### config.mk
export PLATFORM = sky130hd
export DESIGN_NAME = przesuniecie_arbiter
export DESIGN_NICKNAME = d
export VERILOG_FILES = /design/src/rtl/przesuniecie_arbiter.sv
export SDC_FILE = /design/constraint.sdc
export NUM_CORES = 1
export LEC_CHECK = 0
export ABC_AREA = 1
export CELL_PAD_IN_SITES_DETAIL_PLACEMENT = 0
export CELL_PAD_IN_SITES_GLOBAL_PLACEMENT = 2
export CORE_MARGIN = 2
export CORE_UTILIZATION = 20
export DETAILED_ROUTE_END_ITERATION = 12
export PLACE_DENSITY = 0.88
export SETUP_SLACK_MARGIN = 0.02
export SLEW_MARGIN = 20
export SYNTH_ARGS = -nofsm -noshare
export SYNTH_HDL_FRONTEND = slang
export SYNTH_SLANG_ARGS = --single-unit
### constraint.sdc
create_clock -name i_clk -period 1.7 [get_ports i_clk]
set_input_delay 0.34 -clock i_clk [delete_from_list [all_inputs] [get_ports i_clk]]
set_output_delay 0.34 -clock i_clk [all_outputs]
set_load 0.01 [all_outputs]
### src/rtl/przesuniecie_arbiter.sv
// ============================================================================
//  Module      : przesuniecie_arbiter
//  Description : Round-robin arbiter that lets two requesters share a single
//                combinational arithmetic-shift unit (przesuniecie). The
//                winner's operands are registered onto the shifter, and the
//                result/error are returned on a response channel tagged with
//                the requester ID.
//  Options     : PRZESUNIECIE_ARB_ERRCNT_EN adds o_err_cnt, a saturating
//                8-bit count of responses returned with o_rsp_error=1.
//  Revision    : 1.0 - initial release
// ============================================================================
`default_nettype none

module przesuniecie_arbiter #(
    parameter int BITS = 32
) (
    input  logic              i_clk,
    input  logic              i_rst_n,
    input  logic              i_req0_valid,
    input  logic [BITS-1:0]   i_req0_arg_A,
    input  logic [BITS-1:0]   i_req0_arg_B,
    output logic              o_req0_ready,
    input  logic              i_req1_valid,
    input  logic [BITS-1:0]   i_req1_arg_A,
    input  logic [BITS-1:0]   i_req1_arg_B,
    output logic              o_req1_ready,
    output logic [BITS-1:0]   o_sh_arg_A,
    output logic [BITS-1:0]   o_sh_arg_B,
    input  logic [BITS-1:0]   i_sh_result,
    input  logic              i_sh_error,
    output logic              o_rsp_valid,
    output logic              o_rsp_id,
    output logic [BITS-1:0]   o_rsp_result,
    output logic              o_rsp_error,
    input  logic              i_rsp_ready
`ifdef PRZESUNIECIE_ARB_ERRCNT_EN
    ,output logic [7:0]       o_err_cnt
`endif
);

    typedef enum logic [1:0] {
        S_IDLE = 2'd0,
        S_EXEC = 2'd1,
        S_RESP = 2'd2
    } state_t;

    state_t            r_state;
    state_t            w_state_nxt;
    logic              r_ptr;
    logic              w_any_valid;
    logic              w_gnt_id;
    logic              w_accept;
    logic              w_rsp_done;
    logic [BITS-1:0]   r_arg_a;
    logic [BITS-1:0]   r_arg_b;
    logic              r_id;
    logic [BITS-1:0]   r_rsp_result;
    logic              r_rsp_error;

    // Grant selection: pointer side wins if it is valid, otherwise the other side.
    always_comb begin
        w_any_valid = i_req0_valid | i_req1_valid;
        w_gnt_id    = r_ptr ? i_req1_valid : ~i_req0_valid;
    end

    // State register.
    always_ff @(posedge i_clk or negedge i_rst_n) begin
        if (!i_rst_n) begin
            r_state <= S_IDLE;
        end else begin
            r_state <= w_state_nxt;
        end
    end

    // Next-state logic and handshake outputs; readies only ever assert in IDLE.
    always_comb begin
        w_state_nxt  = r_state;
        o_req0_ready = 1'b0;
        o_req1_ready = 1'b0;
        o_rsp_valid  = 1'b0;
        w_accept     = 1'b0;
        w_rsp_done   = 1'b0;
        case (r_state)
            S_IDLE: begin
                if (w_any_valid) begin
                    o_req0_ready = ~w_gnt_id;
                    o_req1_ready = w_gnt_id;
                    w_accept     = 1'b1;
                    w_state_nxt  = S_EXEC;
                end
            end
            S_EXEC: begin
                w_state_nxt = S_RESP;
            end
            S_RESP: begin
                o_rsp_valid = 1'b1;
                if (i_rsp_ready) begin
                    w_rsp_done  = 1'b1;
                    w_state_nxt = S_IDLE;
                end
            end
            default: begin
                w_state_nxt = S_IDLE;
            end
        endcase
    end

    // Operand latch on acceptance and result capture at the end of EXEC.
    // Operands stay put afterwards so the shifter inputs do not toggle in IDLE.
    always_ff @(posedge i_clk or negedge i_rst_n) begin
        if (!i_rst_n) begin
            r_ptr        <= 1'b0;
            r_arg_a      <= '0;
            r_arg_b      <= '0;
            r_id         <= 1'b0;
            r_rsp_result <= '0;
            r_rsp_error  <= 1'b0;
        end else begin
            if (w_accept) begin
                r_arg_a <= w_gnt_id ? i_req1_arg_A : i_req0_arg_A;
                r_arg_b <= w_gnt_id ? i_req1_arg_B : i_req0_arg_B;
                r_id    <= w_gnt_id;
                r_ptr   <= ~w_gnt_id;
            end
            if (r_state == S_EXEC) begin
                r_rsp_error  <= i_sh_error;
                r_rsp_result <= i_sh_error ? '0 : i_sh_result;
            end
        end
    end

`ifdef PRZESUNIECIE_ARB_ERRCNT_EN
    logic [7:0] r_err_cnt;

    // Saturating count of error responses, bumped when the consumer takes one.
    always_ff @(posedge i_clk or negedge i_rst_n) begin
        if (!i_rst_n) begin
            r_err_cnt <= 8'd0;
        end else if (w_rsp_done && r_rsp_error && (r_err_cnt != 8'hFF)) begin
            r_err_cnt <= r_err_cnt + 8'd1;
        end
    end

    assign o_err_cnt = r_err_cnt;
`endif

    assign o_sh_arg_A   = r_arg_a;
    assign o_sh_arg_B   = r_arg_b;
    assign o_rsp_id     = r_id;
    assign o_rsp_result = r_rsp_result;
    assign o_rsp_error  = r_rsp_error;

endmodule

`default_nettype wire
* Word-level counts from Yosys, hierarchy flattened
Index checks and enable logic that the tools add are counted.
** Operators by class
- Reduce and logical (&&, ||, !) cells :: 2
- Equal/unequal tests :: 4
- Mux-type cells :: 14
- Bitwise gates (word level) :: 3
** Operators by type and width (number)
- 2-to-1 mux 32 bit :: 3
- 2-to-1 mux 1 bit :: 8
- one-hot mux 2 bit (3 select lines) :: 1
- 2-to-1 mux 2 bit :: 2
- inequality test 2 bit (second input constant) :: 2
- equality test 2 x 1 -> 1 bit (second input constant) :: 1
- equality test 2 bit (second input constant) :: 1
- zero test 2 bit :: 1
- inverter 1 bit :: 2
- AND reduction 2 bit :: 1
- OR 1 bit :: 1
** Storage, ports and cells
- Flip-flop bits (word level) :: 101
- Logic and storage cells :: 30
- Output and inout port bits :: 101
- Input bits :: 166

* Logic depth before layout (Yosys ltp)
- Depth in word-level cells :: 5
- Depth in mapped cells :: 7
- Mapped depth without buffers :: 5

* Least setup slack after synthesis
Ideal clock, no wire load.
- Kind :: register to output
- From :: register r_ptr
- To :: output port o_req1_ready
- Path slack :: 376 ps
- Required time :: 1360 ps
- Cell stages (with the launch flop) :: 5
- Path buffers :: 1
- Arrival :: 984 ps
- Path through :: dfrtp_1 -> o21ai_1 -> buf_4 -> inv_1 -> nor2_1
** On the way
- Word-level cells in the longest chain between the ends :: 3
** Ends and longest elaborated chain
- start: declaration :: line 49 : logic r_ptr;
- start signal: assignment :: line 123 : r_ptr <= ~w_gnt_id;
- 2-to-1 mux 1 bit :: line 63 : w_gnt_id = r_ptr ? i_req1_valid : ~i_req0_valid;
- 2-to-1 mux 1 bit :: line 85 : if (w_any_valid) begin
- 2-to-1 mux 1 bit :: line 83 : case (r_state)
- end: declaration :: line 26 : output logic o_req1_ready,
Every way passes these cells.

* Worst setup path in the final report
- From :: register r_state[0]
- To :: output port o_req0_ready
** On the way
- Word-level cells in the longest chain between the ends :: 2
** Ends and longest elaborated chain
- start: declaration :: line 47 : state_t r_state;
- start signal: assignment :: line 71 : r_state <= w_state_nxt;
- zero test 2 bit :: line 83
- 2-to-1 mux 1 bit :: line 83
- end: declaration :: line 22 : output logic o_req0_ready,
Every way passes these cells.

==> metrics.md <==
| Metric | Value |
|---|---|
| Wire per inst | about 16 um |
| Commonest cells after routing, fill and taps aside | 255 x clkdlybuf4s50_1, 192 x nand3_1, 162 x nand2_1, 101 x dfrtp_1, 23 x buf_4 |
| CTS Buf Count | 9 |
| GP Congestion | about 0.74 |
| Post-route setup TNS | 0 ns |
| Crit path max fanout | 4 |
| Area contributors post-synth | dfrtp_1 57%, nand3_1 22%, nand2_1 14% |
| Mapped Cells | 518 |
| Crit path time final | 1.64 ns |
| Mapped Avg Cell Area | 8.53 sq um |
| Element type at the critical path end | primary output |
| Htree depth | 3 |
| First-pass GRT wire length | 26400 um |
| PwrDens | 1680 nW/um^2 |
| CTS max path bufs | 2 |
| Number of global-route vias before repair | 4687 |
| Synth Net Count | 684 |
| Mapped Area | 4420 sq um |
| Final WL | approximately 17000 um |
| Status | completed |
| Nets | 950 |
| Crit share post-route | 96.5% |
| Worst skew pair latency | 0.35 ns |
| Commonest non-fill, non-tap cell in the layout | clkdlybuf4s50_1 |
| Synthesis warning total | 0 |
| Worst Slack Setup Final | 0.0598 ns |
| Yosys reg bits | 101 |
| Area grow syn2layout | 78.2% |
| Final-report max-slew violation count | 0 |
| Critical setup path kind | reg2out |
| Die X | 153 um |
| Fraction of the yosys area taken by sequential cells | 57.2% |
| WP data arrival | between 1 and 1.5 ns |
| Max-slew headroom | 63.4% |
| Hold Violations, Final | 0 |
| Initial antenna violation count | 0 |
| Fmax | 0.610 GHz |
| Leakage power total | 3.51 nW |
| Net Sw Frac | between 30% and 40% |
| Clock network power share | roughly 17% |
| Sequential share of power | 31.6% |
| DRC | 0 |
| Setup WS pre-CTS | -0.542 ns |
| Post-route antenna net violation count | 0 |
| Post-synthesis cell type count | 14 |
| # placed instances | between 1k and 1.5k |
| Unrepaired setup endpoints after global routing | yes |
| GRT Total Usage | 14.2% |
| Yosys top cell area share | 57.2% |
| P_sw | 5.03 mW |
| Worst VDD drop | 685 uV |
| IO buf count | between 200 and 300 |
| Largest net degree at the start of global routing | 65 |
| Max-cap violations | 0 |
| DR vias | around 4.6k |
| Die H | 153 um |
| Class of the worst hold path | in2async |
| Initial core utilization | 20.3% |
| Finished Layout Cells | 1069 |
| Detailed Routing Iterations Pass 1 | 5 |
| Detailed Route Iter0 Violations | 242 |
| Clock transition at path regs | 0.07 ns |
| Clock tree skew after final layout | ~0.005 ns |
| Critical Path RT | ~1.4 ns |
| Total power | 13.2 mW |
| Rows | 54 |
| CTS tree | yes |
| Cell taking the most area after synthesis | dfrtp_1 |
| Die ar. | 23300 sq um |
| Inserted Diodes | 0 |
| CTS Sinks | 101 |
| Worst setup SP type | flop |
| Worst Max-Slew Pin Slew | 0.550 ns |
| Via density | between 4 and 5 |
| Comb power frac | approximately half |
| Fillers | 2246 |
| Setup-failing EPs final | 0 |
| Layout cells sized above 1 | 7.35% |
| Root Buffer Master | clkbuf_16 |
| Io pins | 267 |
| Core box area | 21800 sq um |
| Detail Placement HPWL | 11900 um |
| Total grt overflow | 0 |
| P_int | 8.16 mW |
-- path summary, 6_finish.rpt --
check                                    to  slack [ns]  depth (start not counted)        startpoint
max                            o_req0_ready        0.06                          4        r_state[0]
min                          o_sh_arg_B[31]        0.44                          2           i_rst_n
max reg2reg                  o_sh_arg_A[22]        0.25                          7        r_state[1]
min reg2reg                o_rsp_result[24]        0.48                          2  o_rsp_result[24]
max in group asynchronous    o_sh_arg_B[26]        0.72                          3           i_rst_n
min in group i_clk         o_rsp_result[24]        0.48                          2  o_rsp_result[24]
-- metrics by stage --
stage	hold slack (ns)	cell area [sq um]	util [%]
2_1_floorplan	0.0444	4420	-
3_3_place_gp	0.291	7540	34.6
3_5_place_dp	0.279	7540	34.6
4_1_cts	0.437	7860	36.1
5_1_grt	0.452	7880	36.2
6_report	0.441	7880	36.2
-- area by class of cell --
type                    instances  area, sq um  area share [%]
clock buffers                  11          233            2.96
well taps                     280          350            4.45
clock inverters                 5         83.8            1.06
repair buffers                295         2960            37.5
inverters                       5         18.8           0.238
flip-flops and latches        101         2530            32.1
multi-input cells             372         1710            21.7
-- cell families (layout without fill, tap and decap cells) --
kind of cell / after synthesis / after routing / share of synthesized area (%)
AO/OA/AOI/OAI: 5 / 5 / 0.821
buffers and inverters: 45 / 316 / 5.27
flip-flops: 101 / 101 / 57.2
AND/OR/NAND/NOR: 367 / 367 / 36.7
-- synth_stat cells --
master / number
a21oi_1: 1
a21oi_4: 1
buf_2: 21
buf_4: 10
clkbuf_1: 9
dfrtp_1: 101
inv_1: 3
inv_2: 2
nand2_1: 163
nand3_1: 192
nor2_1: 10
nor2_2: 2
o21ai_0: 1
o21ai_1: 2
-- layer usage --
metal / up-vias / track usage [%] / wire length, um
met4: 0 / 4.28 / 335
met2: 195 / 22.5 / 7720
met3: 22 / 5.57 / 1600
li1: 2247 / - / -
met1: 2150 / 17.9 / 7100
met5: - / 0 / 0
-- power by group through the flow --
stage | logic [mW] | registers, mW | clock network (mW)
2_1_floorplan | 2.56 | 4.66 | 0
3_3_place_gp | 6.88 | 4.16 | 0
3_5_place_dp | 6.90 | 4.17 | 0
4_1_cts | 6.88 | 4.17 | 2.39
5_1_grt | 7.41 | 4.31 | 2.45
6_report | 6.76 | 4.17 | 2.27
-- worst max-delay path: stages, from the launching register on --
cell	delay [ns]
dfrtp_1	0.41
nor2_4	0.17
o21ai_4	0.10
nor2_2	0.12
buf_4	0.15
-- registers in the layout (all words and copies together), names as in the netlist --
name and flops:
r_ptr 1, o_rsp_error 1, o_sh_arg_A 32, o_rsp_result 32, o_rsp_id 1, o_sh_arg_B 32, r_state 2
-- repair_timing --
| action | CTS | global route |
|---|---|---|
| gates resized for setup | 18 | 9 |
| endpoints found under the hold margin | 21 | 0 |
| pin swaps | 2 | 2 |
| endpoints found under the setup margin | 5 | 33 |
| hold buffers | 1 | 0 |
| setup buffers | 0 | 0 |
Power figures use the tool's default switching activity.
